==> config.mk <==
export PLATFORM = sky130hd
export DESIGN_NAME = reset_sequencer
export DESIGN_NICKNAME = d
export VERILOG_FILES = /design/src/rtl/reset_sequencer.sv
export SDC_FILE = /design/constraint.sdc
export NUM_CORES = 1
export LEC_CHECK = 0
export CORE_AREA = 2 2 47 49
export DETAILED_ROUTE_END_ITERATION = 6
export DIE_AREA = 0 0 49 51
export GPL_TIMING_DRIVEN = 0
export PLACE_DENSITY = 0.8
export SKIP_LAST_GASP = 1
export SLEW_MARGIN = 20
export SYNTH_ARGS = -nofsm -noshare
export SYNTH_HDL_FRONTEND = slang
export SYNTH_SLANG_ARGS = --single-unit
==> constraint.sdc <==
create_clock -name clk -period 3.4 [get_ports clk]
set_clock_uncertainty 0.05 [all_clocks]
set_input_delay 1.02 -clock clk [delete_from_list [all_inputs] [get_ports clk]]
set_output_delay 1.02 -clock clk [all_outputs]
set_load 0.05 [all_outputs]
==> src/rtl/reset_sequencer.sv <==
// Staged reset controller: synchronizes board reset release, then frees
// each downstream stage in order; soft requests replay the same sequence.
module reset_sequencer #(
    parameter int NSTG = 3,
    parameter int NREQ = 2,
    parameter int HOLD = 16,
    parameter int GAP  = 4
) (
    input  logic            clk,
    input  logic            rst,
    input  logic [NREQ-1:0] soft_req,
    output logic [NREQ-1:0] soft_ack,
    output logic [NSTG-1:0] rst_out,
    output logic            done,
    output logic            cause
);

    localparam int MAXC = (HOLD > GAP) ? HOLD : GAP;
    localparam int CW   = $clog2(MAXC + 1);
    localparam int IW   = $clog2(NSTG) + 1;

    typedef enum logic [1:0] {
        S_SYNC,
        S_HOLD,
        S_REL,
        S_RUN
    } state_t;

    state_t          state;
    logic [1:0]      sync_q;
    logic [CW-1:0]   cnt;
    logic [IW-1:0]   idx;
    logic [NREQ-1:0] pick;

    // Lowest-index requester wins.
    always_comb begin
        pick = '0;
        for (int i = NREQ - 1; i >= 0; i--) begin
            if (soft_req[i]) begin
                pick    = '0;
                pick[i] = 1'b1;
            end
        end
    end

    always_ff @(posedge clk or posedge rst) begin
        if (rst) begin
            sync_q   <= '0;
            state    <= S_SYNC;
            cnt      <= '0;
            idx      <= '0;
            rst_out  <= '1;
            done     <= 1'b0;
            soft_ack <= '0;
            cause    <= 1'b0;
        end else begin
            sync_q   <= {sync_q[0], 1'b1};
            soft_ack <= '0;
            unique case (state)
                S_SYNC: begin
                    // Start on the edge where the second flop first reads 1.
                    if (sync_q[0] && !sync_q[1]) begin
                        state <= S_HOLD;
                        cnt   <= '0;
                    end
                end
                S_HOLD: begin
                    if (cnt == CW'(HOLD - 1)) begin
                        rst_out[0] <= 1'b0;
                        cnt        <= '0;
                        if (NSTG == 1) begin
                            done  <= 1'b1;
                            state <= S_RUN;
                        end else begin
                            idx   <= IW'(1);
                            state <= S_REL;
                        end
                    end else begin
                        cnt <= cnt + CW'(1);
                    end
                end
                S_REL: begin
                    if (cnt == CW'(GAP - 1)) begin
                        rst_out[idx] <= 1'b0;
                        cnt          <= '0;
                        if (idx == IW'(NSTG - 1)) begin
                            done  <= 1'b1;
                            state <= S_RUN;
                        end else begin
                            idx <= idx + IW'(1);
                        end
                    end else begin
                        cnt <= cnt + CW'(1);
                    end
                end
                S_RUN: begin
                    if (|soft_req) begin
                        soft_ack <= pick;
                        rst_out  <= '1;
                        done     <= 1'b0;
                        cause    <= 1'b1;
                        cnt      <= '0;
                        idx      <= '0;
                        state    <= S_HOLD;
                    end
                end
                default: state <= S_SYNC;
            endcase
        end
    end

endmodule

# After elaboration in Yosys (flattened, before gate mapping)
# Index checks and enable logic that the tools add are counted.
[totals]
latchBits = 0
mem_count = 0
mem_bits_rw = 0
input_bits = 4
elab_cells = 72
out_inout_bits = 7
reg_bits = 19
mem_bits_ro = 0
[op_classes]
n_reduce_logical = 14
n_lt_le_gt_ge = 2
mul = 0
n_bitwise = 2
n_shift = 0
div = 0
n_eq_ne = 12
n_mux = 31
add_sub_neg = 2
[ops]
columns = ["cell", "count"]
rows = [
  ["$mux 5", 4],
  ["$pmux 5 s4", 1],
  ["$mux 2", 9],
  ["$mux 3", 6],
  ["$ne 2x2->1 const B", 6],
  ["$reduce_and 5->1", 2],
  ["$pmux 3 s3", 1],
  ["$pmux 2 s4", 1],
  ["$reduce_and 4->1", 2],
  ["$add 5x1->5 const B", 1],
  ["$eq 5x2->1 const B", 1],
  ["$eq 5x4->1 const B", 1],
  ["$mux 1", 5],
  ["$eq 2x2->1 const B", 2],
  ["$pmux 2 s2", 1],
  ["$reduce_and 2->1", 2],
  ["$add 3x1->3 const B", 1],
  ["$and 3x3->3", 1],
  ["$eq 3x2->1 const B", 1],
  ["$ge 3x1->1 const B", 1],
  ["$lt 3x3->1 const B", 1],
  ["$not 3->3", 1],
  ["$pmux 1 s3", 1],
  ["$reduce_and 3->1", 1],
  ["other kinds (9)", 10],
]

# Logic depth before layout (Yosys ltp)
# Gate-level depths: netlist of run 1.
[logic_depth]
word_depth = 8
mapped_depth = 8
ltp_nobuf = 8

# Least setup slack after synthesis of run 1
# No wires, ideal clock.
[synth_path]
kind = "in2reg"
startpoint = "in soft_req[1]"
endpoint = "reg idx[1]"
arrival_time_ps = 1835
required_time_ps = 3228
setup_slack_ps = 1393
cell_stages = 4
setup_time_ps = 122
path_buffers = 0
cell_sequence = "nor2_1 a21oi_1 and2_2 a32o_1"
[synth_between]
elab_chain_len = 3
[synth_lines]
columns = ["element", "line", "source"]
rows = [
  ["from (decl)", "11", "input logic [NREQ-1:0] soft_req,"],
  ["$reduce_or 2->1", "97", "if (|soft_req) begin"],
  ["$ne 2x2->1 (no source line)", "-", ""],
  ["$reduce_and 5->1 (no source line)", "-", ""],
  ["to (signal assigned)", "90", "idx <= idx + IW'(1);"],
  ["to (decl)", "32", "logic [IW-1:0] idx;"],
]
# No other way between the ends.
# A chain may end at the register's enable or synchronous reset.

# Worst setup path in the final report of run 1
[layout_path]
startpoint = "reg rst_out[1]"
endpoint = "out rst_out[1]"
[layout_lines]
columns = ["element", "line", "source"]
rows = [
  ["from (decl)", "13", "output logic [NSTG-1:0] rst_out,"],
  ["from (signal assigned)", "52", "rst_out <= '1;"],
  ["from (signal, indexed assignment)", "84", "rst_out[idx] <= 1'b0;"],
  ["from (signal assigned)", "99", "rst_out <= '1;"],
]
# No word-level cell between the ends.

==> results of run 1 <==
synthesized netlist by cell type (3+ instances only):
| library cell | number |
|---|---|
| inv_1 | 10 |
| nand2b_1 | 4 |
| a21oi_1 | 4 |
| dfrtp_1 | 16 |
| dfstp_2 | 3 |
| o21ai_0 | 11 |
| nor2_1 | 6 |
| nand2_1 | 9 |
| and2_2 | 3 |
| nand3_1 | 6 |
| ha_1 | 13 |
| a22o_1 | 4 |
per-stage QoR:
step                      cells  instance area (µm²)  setup WS, ns
after floorplan             113                 1132         1.393
after global placement      151                 1267        0.7516
after detailed placement    151                 1267        0.7255
after CTS                   155                 1294        0.6562
after global routing        155                 1294        0.6258
final                       155                 1294        0.6652
flip-flops by register name (all words and copies together), names as in the netlist:
signal    cells
state         2
cnt           5
done          1
sync_q        2
soft_ack      2
rst_out       3
cause         1
idx           3
layout make-up:
cell class / instances / area (µm²) / area share, %
inverters: 10 / 37.54 / 2.901
plain buffers: 2 / 11.26 / 0.8704
well taps: 28 / 35.03 / 2.708
flip-flops and latches: 19 / 479.2 / 37.04
multi-input cells: 82 / 604.3 / 46.71
repair buffers: 10 / 100.1 / 7.737
clock buffers: 4 / 26.28 / 2.031
worst max-delay path by stage:
stage	endpoint	cells past startpoint	slack (ns)	from
floorplan	idx[1]$_DFFE_PP0P_	4	1.39	soft_req[1]
global placement	state[1]$_DFFE_PP0P_	5	0.75	soft_req[0]
detailed placement	state[1]$_DFFE_PP0P_	5	0.73	soft_req[0]
CTS	rst_out[1]	1	0.66	rst_out[1]$_DFFE_PP1P_
global route	rst_out[1]	1	0.63	rst_out[1]$_DFFE_PP1P_
finish	rst_out[1]	1	0.67	rst_out[1]$_DFFE_PP1P_
per-layer routing:
metal  routed length, µm  GRT usage [%]  vias to the layer above
met1                 906          21.29                      410
met2                1052          34.02                       21
met4                  67          12.38                        0
met3                  65          3.801                        9
met5                   0              0                        -
li1                    -              -                      414
kinds of logic after synthesis:
| kind of cell | synth area share [%] |
|---|---|
| multiplexers | 2.210 |
| adder cells (fa/ha/maj) | 14.36 |
| other | 0.3312 |
| buffers and inverters | 4.310 |
| flip-flops | 42.32 |
| AO/OA/AOI/OAI | 17.35 |
| AND/OR/NAND/NOR | 19.12 |
power by group:
group	switching (mW)	internal, mW
combinational	0.329	0.227
sequential	0.0427	0.286
clock	0.0727	0.0458
total	0.445	0.559
==> out/metrics.cfg, run 1 <==
[synth]
yosys.area.top_type_share_pct=35.36
ys_seq_area_share_pct=42.32
ys.flop_type=dfrtp_1
yosys.area.top_type=dfrtp_1
ys_warn_count=0
yosys.cell_types.count=32
yosys_register_bits=19
syn_area_per_cell_um2=10.02
syn_nets=130
synth_edf_count=0
synth.cell_area_um2=1132
async_flop_share_pct=100.0
synth_area_leaders=dfrtp_1, ha_1, dfstp_2
synth_cells=113

[critical_path]
crit_required_ns=2.33
cpMaxStageDelayCell=clkdlybuf4s50_1
crit_chain=clkdlybuf4s50_1
cp_num_buf_inv=1
cpLargestDelayFamily=buffers and inverters
crit_path_max_fanout=3
ff2ff_path_depth=5
worst-setup-path-type=flop to output pin
r2r_slack_ns=1.44
end_kind=output pin
r2r_start=cnt[0]$_DFFE_PP0P_
r2r_end=state[1]$_DFFE_PP0P_
cp-start-kind=flop
crit_path_max_incr_delay_ns=0.80
cp.arrival_ns=1.66

[outcome]
status=complete, no violations

[routing]
firstDrtPassIters=4
vias=854
wl_mm=2.091
via_per_inst=5.510
drc=0
ant_nets=0
wl_per_cell_um=13.49
first_iter_violations=8

[sta]
min_period_over_period_pct=80.44
rsz0062_at_grt=no
hold_ws_ns=0.3459
drv_slew=0
fin_setup_tns_ns=0
fin_crit_ns=2.735
setup_viol=0
max_slew_margin_pct=55.13
tightestPinTransition_ns=0.6724
fmax_mhz=365.7
timing.final.hold_violations=0

[clock_tree]
cts_max_level=1
cts-root-buf=clkbuf_4
path_clk_slew_ns=0.11
cts_buffer_depth=2
cts_num_sinks=19
post_cts_buffers=0
numCtsBuffers=3
post_cts_resized=0
postCtsHoldBufs=0
cts_tree=built
clk_latency_ns=0.31

[cells_and_area]
fillers=175
final_common_cell=dfrtp_1
post-route-util_pct=62.70
area_growth_pct=14.25
layout.nets=145
final_layout_size_suffix_gt1_share_pct=14.17
layout_common_cells=dfrtp_1, ha_1, o21ai_0, inv_1, clkdlybuf4s50_1
antenna_cells=0

[floorplan]
placeableCoreArea_um2=2063
io_pins=11
initial_core_util_pct=54.88
die_area_um2=2499
rows=17
die_h_um=51
dieWidth_um=49

[global_route]
grt_pass1_wl_mm=3.567
grt_max_degree=20
grt_pass1_vias=850
grt_usage_pct=19.26
overflow=0
antenna_found_initial=0

[worst_hold_path]
hold_end=sync_q[1]$_DFF_PP0_
holdCritStartpoint=sync_q[0]$_DFF_PP0_
hold_depth=0
worstHoldPathType=flop to flop

[placed_design]
dp_hpwl_mm=1.555
gp_congestion=0.7575
io_buffer_count=10

[power_and_ir_drop]
ir_drop_uv=473.5
leakage_nw=0.6152
total_power_mw=1.004
power_density_nw_per_um2=775.8

[run]
cap_viol_max_count=0

(Power assumes the default switching activity.)
==> run 2: changes to the inputs <==
CORE_AREA = 2 2 49 51   (was 2 2 47 49)
DIE_AREA = 0 0 51 53   (was 0 0 49 51)
PLACE_DENSITY = 0.74   (was 0.8)
clock period = 2.8 ns   (was 3.4 ns; I/O delays follow)
==> run 2 against run 1 <==
- sequential power rose by 21%
- non-clock buffer count did not move
- sequential share of layout area did not move
- total power rose by 20%
- setup slack got worse by 0.40 ns
- global-route usage fell by 1.2 points
- largest cell class unchanged
==> out/metrics.cfg, run 2 (synthesis results as in run 1) <==
[power_and_ir_drop]
ir_drop_uv=596.6  ; +26%
leakage_nw=0.6152  ; unchanged
power_density_nw_per_um2=930.7  ; +20%

[placed_design]
io_buffer_count=10  ; unchanged
gp_congestion=0.7222  ; -4.7%
place_area_um2=1267  ; unchanged
dp_hpwl_mm=1.531  ; -1.5%

[clock_tree]
postCtsHoldBufs=0  ; unchanged
path_clk_slew_ns=0.11  ; about the same
cts_tree=built
cts-root-buf=clkbuf_4
numCtsBuffers=3  ; unchanged
clk_latency_ns=0.29  ; -0.02 ns
cts_buffer_depth=2  ; unchanged
cts_num_sinks=19  ; unchanged
post_cts_buffers=0  ; unchanged
post_cts_resized=0  ; unchanged
cts_max_level=1  ; unchanged

[cells_and_area]
finalInstanceArea_um2=1294  ; unchanged
final_layout_size_suffix_gt1_share_pct=14.17  ; unchanged
antenna_cells=0  ; unchanged
layout.nets=145  ; unchanged
largest_reg_flops=5  ; unchanged
reg_top3=cnt: 5 flops, idx: 3 flops, rst_out: 3 flops
largest_register=cnt
layout_common_cells=dfrtp_1, ha_1, o21ai_0, inv_1, clkdlybuf4s50_1
post-route-util_pct=60.22  ; -2.5 points
final_common_cell=dfrtp_1
area_growth_pct=14.25  ; unchanged

[critical_path]
cp-start-kind=flop
r2r_end=cnt[0]$_DFFE_PP0P_
cp_num_cells=1  ; unchanged
worstSetupStartpoint=rst_out[1]$_DFFE_PP1P_
crit_path_end=rst_out[1]
crit_path_max_incr_delay_ns=0.80  ; about the same
cpLargestDelayFamily=buffers and inverters
cp_num_buf_inv=1  ; unchanged
crit_required_ns=1.91  ; -0.42 ns
cpMaxStageDelayCell=clkdlybuf4s50_1
ff2ff_path_depth=5  ; unchanged
crit_path_max_fanout=3  ; unchanged
r2r_start=cnt[0]$_DFFE_PP0P_
cp.arrival_ns=1.65  ; about the same
crit_chain=clkdlybuf4s50_1
worst-setup-path-type=flop to output pin
r2r_slack_ns=0.85  ; -0.59 ns
end_kind=output pin

[global_route]
overflow=0  ; unchanged
antenna_found_initial=0  ; unchanged
grt_pass1_vias=850  ; unchanged
grt_max_degree=20  ; unchanged
grt_usage_pct=18.02  ; -1.2 points
grt_pass1_wl_mm=3.574  ; +0.20%

[routing]
drc=0  ; unchanged
vias=810  ; -5.2%
wl_per_cell_um=13.26  ; -1.7%
firstDrtPassIters=4  ; unchanged
wl_mm=2.055  ; -1.7%
first_iter_violations=15  ; +7
ant_nets=0  ; unchanged
via_per_inst=5.226  ; -5.2%

[sta]
setup_viol=0  ; unchanged
tightestPinTransition_ns=0.7211  ; +0.04869 ns
fmax_mhz=394.4
rsz0062_at_grt=no
drv_slew=0  ; unchanged
min_period_over_period_pct=90.54
max_slew_margin_pct=51.88  ; -3.2 points
fin_setup_tns_ns=0  ; unchanged
fin_crit_ns=2.535
timing.final.hold_violations=0  ; unchanged

[floorplan]
placeableCoreArea_um2=2148  ; +4.1%
die_area_um2=2703  ; +8.2%
dieWidth_um=51  ; +4.1%
rows=17  ; unchanged
io_pins=11  ; unchanged
initial_core_util_pct=52.71  ; -2.2 points
die_h_um=53  ; +3.9%

[worst_hold_path]
worstHoldPathType=flop to flop

[run]
cap_viol_max_count=0  ; unchanged

[outcome]
status=complete, no violations

run 2: cell counts in the layout (fill, tap and decap cells not counted):
No cell type changed its count.
run 2: per-layer routing:
layer / global-route usage (%) / wire length, µm
met1: 22.02 / 1014
met2: 30.30 / 940
met3: 3.107 / 72
met4: 9.459 / 27
met5: 0 / 0
run 2: how the worst min path moves through the flow:
stage	from	to	slack, ns	cells after the start
after detailed placement	sync_q[0]$_DFF_PP0_	sync_q[1]$_DFF_PP0_	0.32	0
after global placement	sync_q[0]$_DFF_PP0_	sync_q[1]$_DFF_PP0_	0.32	0
after floorplan	sync_q[0]$_DFF_PP0_	sync_q[1]$_DFF_PP0_	0.30	0
final	sync_q[0]$_DFF_PP0_	sync_q[1]$_DFF_PP0_	0.35	0
after CTS	sync_q[0]$_DFF_PP0_	sync_q[1]$_DFF_PP0_	0.35	0
after global routing	sync_q[0]$_DFF_PP0_	sync_q[1]$_DFF_PP0_	0.35	0
run 2: cell type report:
cell class	count	area [µm²]
tap	28	35.03
sequential	19	479.2
inverter	10	37.54
timing repair buffer	10	100.1
fill	183	854.6
clock buffer	4	26.28
buffer	2	11.26
multi-input combinational	82	604.3
run 2: worst register-to-register path: stages (launching register included):
cell,delay [ns]
dfrtp_1,0.40
ha_1,0.21
or4b_4,0.52
and2_2,0.24
o21ai_1,0.27
o21ai_0,0.14
run 2: metrics by stage:
| step | power (mW) | hold slack [ns] | worst slack, ns | std cells |
|---|---|---|---|---|
| after floorplan | 0.9106 | 0.3046 | 0.9698 | 113 |
| after global placement | 1.045 | 0.3156 | 0.3290 | 151 |
| after detailed placement | 1.066 | 0.3224 | 0.3302 | 151 |
| after CTS | 1.207 | 0.3464 | 0.2558 | 155 |
| after global routing | 1.301 | 0.3539 | 0.2100 | 155 |
| final | 1.204 | 0.3457 | 0.2648 | 155 |
run 2: power by group:
part / internal, mW / switching (mW)
logic: 0.274 / 0.395
registers: 0.347 / 0.0513
clock network: 0.0553 / 0.0810
total: 0.677 / 0.527
==> run 3: changes to the inputs <==
HOLD_SLACK_MARGIN = 0.02   (was not set)
==> results of run 3 <==
Final layout, timing and power as in run 2 (identical DEF).
